**src/rtl/ssd_scan_ctrl.sv**
```systemverilog
// ssd_scan_ctrl: shift-and-add-3 binary-to-BCD converter feeding a
// multiplexed seven-segment scanner with leading-zero blanking,
// overflow dashes and per-digit decimal points.
module ssd_scan_ctrl #(
  parameter int BIN_W   = 10,
  parameter int NDIG    = 4,
  parameter int DIV_END = 50000
) (
  input  logic                CLK,
  input  logic                RST,
  input  logic [BIN_W-1:0]    DIN,
  input  logic                LOAD,
  input  logic                BLANK_LZ,
  input  logic [NDIG-1:0]     DP_EN,
  output logic                BUSY,
  output logic                VALID,
  output logic                OVF,
  output logic [4*NDIG-1:0]   BCD,
  output logic [NDIG-1:0]     AN,
  output logic [7:0]          SEG
);

  // Converter BCD field sized generously so any BIN_W value converts exactly,
  // and never narrower than the displayed digits.
  localparam int SRBITS   = (BIN_W * 121 + 99) / 100 + 4;
  localparam int CONVDIG0 = (SRBITS + 3) / 4;
  localparam int CONVDIG  = (CONVDIG0 > NDIG) ? CONVDIG0 : NDIG;
  localparam int CW       = 4 * CONVDIG;
  localparam int CNTW     = $clog2(BIN_W + 1);
  localparam int DIVW     = $clog2(DIV_END + 1);
  localparam int IW       = (NDIG > 1) ? $clog2(NDIG) : 1;

  typedef enum logic [1:0] {IDLE, SHIFT, DONE} convState_t;

  convState_t       state;
  logic [CW-1:0]    bcdReg;
  logic [CW-1:0]    bcdAdj;
  logic [BIN_W-1:0] binReg;
  logic [CNTW-1:0]  shiftCnt;
  logic             ovfNext;

  logic [DIVW-1:0]  divCnt;
  logic             tick;
  logic [IW-1:0]    scanIdx;

  logic             seen;
  logic [NDIG-1:0]  blankMask;
  logic [3:0]       curNib;
  logic             curBlank;
  logic             curDp;
  logic [6:0]       curSeg;

  function automatic logic [6:0] digitSeg(input logic [3:0] nib);
    case (nib)
      4'd0:    digitSeg = 7'h40;
      4'd1:    digitSeg = 7'h79;
      4'd2:    digitSeg = 7'h24;
      4'd3:    digitSeg = 7'h30;
      4'd4:    digitSeg = 7'h19;
      4'd5:    digitSeg = 7'h12;
      4'd6:    digitSeg = 7'h02;
      4'd7:    digitSeg = 7'h78;
      4'd8:    digitSeg = 7'h00;
      4'd9:    digitSeg = 7'h10;
      default: digitSeg = 7'h7F;
    endcase
  endfunction

  assign BUSY = (state != IDLE);
  assign tick = (divCnt == DIVW'(DIV_END));

  // Add-3 correction applied to every nibble of 5 or more before each shift.
  always_comb begin
    bcdAdj = bcdReg;
    for (int d = 0; d < CONVDIG; d++) begin
      if (bcdReg[4*d +: 4] >= 4'd5) bcdAdj[4*d +: 4] = bcdReg[4*d +: 4] + 4'd3;
    end
  end

  // Any nonzero digit beyond the displayed ones means the value cannot be shown.
  always_comb begin
    ovfNext = 1'b0;
    for (int d = NDIG; d < CONVDIG; d++) begin
      if (bcdReg[4*d +: 4] != 4'd0) ovfNext = 1'b1;
    end
  end

  // Conversion FSM: capture, BIN_W shift steps, then publish result for one DONE cycle.
  always_ff @(posedge CLK) begin
    if (RST) begin
      state    <= IDLE;
      bcdReg   <= '0;
      binReg   <= '0;
      shiftCnt <= '0;
      BCD      <= '0;
      OVF      <= 1'b0;
      VALID    <= 1'b0;
    end else begin
      VALID <= 1'b0;
      case (state)
        IDLE: begin
          if (LOAD) begin
            binReg   <= DIN;
            bcdReg   <= '0;
            shiftCnt <= CNTW'(BIN_W);
            state    <= SHIFT;
          end
        end
        SHIFT: begin
          {bcdReg, binReg} <= {bcdAdj, binReg} << 1;
          shiftCnt         <= shiftCnt - CNTW'(1);
          if (shiftCnt == CNTW'(1)) state <= DONE;
        end
        DONE: begin
          OVF   <= ovfNext;
          BCD   <= ovfNext ? {NDIG{4'h9}} : bcdReg[4*NDIG-1:0];
          VALID <= 1'b1;
          state <= IDLE;
        end
        default: state <= IDLE;
      endcase
    end
  end

  // Refresh divider and scan index; the index steps once per divider wrap.
  always_ff @(posedge CLK) begin
    if (RST) begin
      divCnt  <= '0;
      scanIdx <= '0;
    end else begin
      divCnt <= tick ? '0 : divCnt + DIVW'(1);
      if (tick) scanIdx <= (scanIdx == IW'(NDIG - 1)) ? '0 : scanIdx + IW'(1);
    end
  end

  // A digit is a leading zero when it and every digit above it are zero; digit 0 always shows.
  always_comb begin
    seen      = 1'b0;
    blankMask = '0;
    for (int i = NDIG - 1; i >= 0; i--) begin
      if (BCD[4*i +: 4] != 4'd0) seen = 1'b1;
      blankMask[i] = ~seen && (i != 0);
    end
  end

  // Pick the scanned digit and choose its glyph: dash on overflow, blank, or decoded value.
  always_comb begin
    curNib   = 4'd0;
    curBlank = 1'b0;
    curDp    = 1'b0;
    for (int i = 0; i < NDIG; i++) begin
      if (scanIdx == IW'(i)) begin
        curNib   = BCD[4*i +: 4];
        curBlank = blankMask[i];
        curDp    = DP_EN[i];
      end
    end
    if (OVF)                      curSeg = 7'h3F;
    else if (BLANK_LZ && curBlank) curSeg = 7'h7F;
    else                          curSeg = digitSeg(curNib);
  end

  // Registered display drive so anode and cathode change together.
  always_ff @(posedge CLK) begin
    if (RST) begin
      AN  <= '1;
      SEG <= 8'hFF;
    end else begin
      AN  <= ~(NDIG'(1) << scanIdx);
      SEG <= {~curDp, curSeg};
    end
  end

endmodule

```
**config.mk**
```make
export PLATFORM = sky130hd
export DESIGN_NAME = ssd_scan_ctrl
export DESIGN_NICKNAME = d
export VERILOG_FILES = /design/src/rtl/ssd_scan_ctrl.sv
export SDC_FILE = /design/constraint.sdc
export NUM_CORES = 1
export LEC_CHECK = 0
export ABC_AREA = 1
export CAP_MARGIN = 20
export CELL_PAD_IN_SITES_DETAIL_PLACEMENT = 0
export CELL_PAD_IN_SITES_GLOBAL_PLACEMENT = 2
export CORE_MARGIN = 3
export CORE_UTILIZATION = 30
export DETAILED_ROUTE_END_ITERATION = 16
export GPL_ROUTABILITY_DRIVEN = 1
export PLACE_DENSITY = 0.77
export RECOVER_POWER = 100
export SYNTH_ARGS = -nofsm -noshare
export SYNTH_HDL_FRONTEND = slang
export SYNTH_SLANG_ARGS = --single-unit
```
**constraint.sdc**
```tcl
create_clock -name CLK -period 2.95 [get_ports CLK]
set_input_delay 0.295 -clock CLK [delete_from_list [all_inputs] [get_ports CLK]]
set_output_delay 0.295 -clock CLK [all_outputs]
set_load 0.1 [all_outputs]
```
Yosys cells after proc, flatten, opt, wreduce, memory -nomap -nowiden
Memories as Yosys holds them, arrays and structs flattened.
Index checks and enable logic that the tools add are counted.
W data, S select, Z words.
{ "word_totals": {"ff_bits": 84, "latchBits": 0, "ramBits": 0, "romBits": 112, "in_bits": 18, "output_inout_bits": 31, "n_memories": 1} }
{ "classes": {"add_sub_neg": 8, "mul": 0, "n_div": 0, "magnitude_cmp": 5, "eq_ne": 9, "shift": 1, "mux": 34, "bitwise": 5, "n_reduce_logical": 13} }
{ "mem_list": {"columns": ["memory", "words", "width", "rd", "rd_ports_with_merged_regs", "write_ports", "line_no", "text"], "rows": [
  ["(no name shown)", 16, 7, 1, 0, 0, "54", "case (nib)"]
]} }
{ "ops": {"columns": ["operator", "n"], "rows": [
  ["$pmux W20 S2", 1],
  ["$mux W4", 9],
  ["$ge A4 B3 Y1 const B", 5],
  ["$mux W20", 1],
  ["$pmux W10 S2", 1],
  ["$add A16 B1 Y16 const B", 1],
  ["$add A4 B2 Y4 const B", 4],
  ["$eq A16 B16 Y1 const B", 1],
  ["$mux W16", 1],
  ["$reduce_bool A4 Y1", 4],
  ["$mux W7", 2],
  ["$mux W1", 12],
  ["$mux W10", 1],
  ["$pmux W4 S2", 1],
  ["$eq A2 B2 Y1 const B", 3],
  ["$mux W2", 3],
  ["$eq A2 B1 Y1 const B", 2],
  ["$eq A4 B1 Y1 const B", 1],
  ["$logic_not A2 Y1", 2],
  ["$ne A2 B2 Y1 const B", 2],
  ["$not A1 Y1", 4],
  ["$not A4 Y4", 1],
  ["$pmux W2 S2", 1],
  ["$reduce_and A2 Y1", 2],
  ["9 further kinds", 10]
]} }

Longest topological paths before layout
{ "logic_depth": {"depth_word": 11, "depth_mapped": 15, "depth_no_buf": 15} }

Worst setup path before layout
OpenSTA, ideal clock, no wires.
{ "synth_path": {"kind": "flip-flop to flip-flop", "from": "register BCD[8]", "to": "register SEG[3]", "setup_ns": 0.117, "t_arrival_ns": 2.067, "t_required_ns": 2.833, "setup_slack_ns": 0.766, "stages_incl_launch_ff": 9, "cell_sequence": "dfxtp_1 inv_1 a21oi_1 nand2_1 o21ai_0 ha_1 or2_1 nand3_1 nand2_1"} }
{ "synth_between": {"elab_chain_len": 9, "word_cells_on_any_way": 13, "classes_between": "7 x mux; 2 x bitwise; 3 x reduce/logical; 1 x memory"} }
{ "synth_lines": {"columns": ["item", "line_no", "text"], "rows": [
  ["start: declaration", "18", "output logic [4*NDIG-1:0] BCD,"],
  ["start signal: assignment", "116", "BCD <= ovfNext ? {NDIG{4'h9}} : bcdReg[4*NDIG-1:0];"],
  ["$reduce_bool A4 Y1", "141", "if (BCD[4*i +: 4] != 4'd0) seen = 1'b1;"],
  ["$mux W1 (2 in series)", "141", null],
  ["$not A1 Y1", "142", "blankMask[i] = ~seen && (i != 0);"],
  ["$mux W1 (3 in series)", "152", "if (scanIdx == IW'(i)) begin"],
  ["$logic_and A1 B1 Y1", "159", "else if (BLANK_LZ && curBlank) curSeg = 7'h7F;"],
  ["$reduce_or A3 Y1 (no line)", null, null],
  ["end signal: assignment", "170", "SEG <= {~curDp, curSeg};"],
  ["end: declaration", "20", "output logic [7:0] SEG"]
]} }
Parallel ways exist; a longest one is shown, timed or not.
A chain may end at the register's enable or synchronous reset.

Final worst setup path
{ "layout_path": {"from": "input RST", "to": "register divCnt[6]"} }
{ "layout_between": {"elab_chain_len": 1} }
{ "layout_lines": {"columns": ["item", "line_no", "text"], "rows": [
  ["start: declaration", "10", "input logic RST,"],
  ["$reduce_or A2 Y1 (no line)", null, null],
  ["end signal: assignment", "131", "divCnt <= tick ? '0 : divCnt + DIVW'(1);"],
  ["end: declaration", "42", "logic [DIVW-1:0] divCnt;"]
]} }
No other way between the ends.

==> impl_metrics.csv <==
group,metric,value,unit
floorplanning,rows,42,
sta,finalCriticalPeriod,2.42,ns
clock_network,cts_tree,"done",
cells_and_area,final_util,36.6,%
synthesis,synth_ff_type,"dfxtp_1",
worst_setup_path,slowest_delay,0.93,ns
pwr,power.density,522,mW/mm2
placement,gp_congestion,0.773,
worst_setup_path,cp.required,3.15,ns
sta,setup_viol_count_final,0,
worst_setup_path,crit_type,"in2reg",
synthesis,synth_nets,615,
cells_and_area,fill_cells,1502,
routing,ant_nets,0,
sta,tightest_slew,1.34,ns
clock_network,ctsHtreeMaxLevel,3,
global_route,first_global_vias,3557,
sta,fmax,413,MHz
sta,rsz0062_at_grt,"false",
worst_hold_path,min_path_type,"reg2reg",
cells_and_area,final_cell_mix,"132 x nand2_1, 84 x dfxtp_1, 73 x inv_1, 59 x a21oi_1, 38 x nor2_1",
synthesis,yosysWarningCount,0,
sta,tns,0,ns
synthesis,synth_seq_cells,84,
synthesis,synthArstFlopShare,0,%
cells_and_area,drive_gt1_share,5.65,%
pwr,power_leakage,1.89,nW
synthesis,syn_avg_cell_area,7.33,um2
synthesis,synth_edf_count,0,
cells_and_area,syn_to_final_growth,17.1,%
floorplanning,die_y,124,um
clock_network,hold_buffers,0,
global_route,antenna_found_initial,0,
clock_network,post-cts-setup-buffers,0,
worst_setup_path,cp_data_arrival_time,2.62,ns
sta,max-slew-margin-rel,10.9,%
placement,place.port_buffers,48,
worst_setup_path,startpoint_type,"input port",
clock_network,clk-insertion-delay-late,0.34,ns
clock_network,numClockSinks,84,
clock_network,clockRootBuffer,"clkbuf_16",
status,status,"finished, final reports clean",
job,drv_cap,0,
placement,pre_cts_ws,0.795,ns
global_route,grt.overflow.total,0,
routing,avgViaCountPerCell,4.65,
floorplanning,die_area,0.0155,mm2
global_route,grt_first_pass_wirelength,17600,um
clock_network,clock_path_buffers,2,
sta,fin_skew,0.00336,ns
worst_setup_path,cpLargestDelayFamily,"buffers and inverters",
sta,slew_viol_final,0,
floorplanning,initial_utilization,31.2,%
routing,wirelength,10100,um
worst_setup_path,worst_setup_path_end_kind,"register",
routing,drt_iter0_markers,210,
sta,timing.hold.ws,0.465,ns
global_route,grt_max_degree,33,
routing,wl_per_cell,12.7,um
synthesis,syn_inst,573,
placement,dpl_cell_area,0.00476,mm2
floorplanning,coreArea,0.0135,mm2
placement,dp_hpwl,7460,um
routing,remaining_drc_errors,0,
sta,timing.final.ws_setup,0.529,ns
synthesis,yosysSeqAreaShare,40.0,%
worst_setup_path,cp_max_fo,26,
sta,hold_viol,0,
worst_setup_path,cp_num_buf_inv,2,
pwr,peakVddDrop,0.000244,V
synthesis,yosys.cell_types.count,40,
routing,vias,3703,
floorplanning,die_w,124,um
cells_and_area,diodes,0,
sta,fin_crit_sh,82.1,%
global_route,grt_usage,13.8,%
worst_setup_path,crit_chain,"clkbuf_1 -> inv_1 -> nand2_1 -> nor3b_1",
cells_and_area,nets,658,
clock_network,cts_buffers,9,
clock_network,clk_pin_slew,0.06,ns
cells_and_area,stdcell_area,0.00492,mm2
floorplanning,pin_count,49,
cells_and_area,final_common_cell,"nand2_1",
synthesis,synth_area,0.00420,mm2
worst_setup_path,crit_slowest_cell,"clkbuf_1",
routing,first_pass_iters,4,
clock_network,cts_resized,0,
-- flip-flops by register name, summed over array words and instances, names as in the netlist --
register,cells
state,2
SEG,8
shiftCnt,4
scanIdx,2
AN,4
binReg,10
VALID,1
OVF,1
bcdReg,20
divCnt,16
BCD,16
-- layer usage --
layer,vias to the layer above,GRT usage [%],wire [um]
met4,0,4.26,161
met3,12,4.33,482
met5,-,0,0
met1,1660,17.6,4870
li1,1952,-,-
met2,79,22.2,4620
-- metrics by stage --
stage / instances / power, mW
CTS: 796 / 2.64
global placement: 781 / 1.46
finish: 796 / 2.57
detailed placement: 781 / 1.46
global route: 796 / 2.70
floorplan: 573 / 1.39
-- worst reg2reg max path, stage by stage (launching register included) --
cell and delay [ns]:
dfxtp_1 0.37, inv_1 0.08, nor2_1 0.66, clkbuf_1 0.65, nand4_1 0.21, o21ai_0 0.21, a31oi_1 0.05
-- report_power, final --
| group | leakage (nW) | internal (mW) | total (mW) | switching [mW] |
|---|---|---|---|---|
| clock network | 0.149 | 0.721 | 1.16 | 0.434 |
| logic | 1.06 | 0.0603 | 0.233 | 0.173 |
| registers | 0.683 | 1.16 | 1.18 | 0.0160 |
| total | 1.89 | 1.95 | 2.57 | 0.623 |
-- synth_stat cells (9+ instances only) --
cell type	count	area share, %
nand2_1	131	12
dfxtp_1	84	40
inv_1	72	6.4
a21oi_1	59	7.0
nor2_1	36	3.2
nand3_1	32	3.8
o21ai_0	26	3.1
ha_1	24	7.1
nor3_1	15	1.8
buf_2	9	1.1
nand4_1	9	1.3
-- final cells by class --
cell class	instances	area (um2)	share of cell area, %
Clock buffer	14	274	5.57
Clock inverter	1	30.0	0.611
Inverter	78	293	5.95
Multi-Input combinational cell	391	2100	42.7
Sequential cell	84	1680	34.2
Tap cell	176	220	4.48
Timing Repair Buffer	52	322	6.54
-- logic make-up after synthesis --
family | synth area share [%]
xor+xnor | 1.46
simple gates | 26.5
mux | 0.715
compound gates | 14.8
fa+ha+maj | 7.15
flops | 40.0
buf+inv | 9.38
-- worst paths after layout --
check | startpoint | to | slack [ns] | cells after the start
worst max register to register | state[0] | shiftCnt[3] | 0.61 | 6
worst min register to register | binReg[0] | binReg[0] | 0.47 | 2
worst max-delay path | RST | divCnt[6] | 0.53 | 4
worst min-delay path | binReg[0] | binReg[0] | 0.47 | 2
Power figures use the tool's default switching activity.
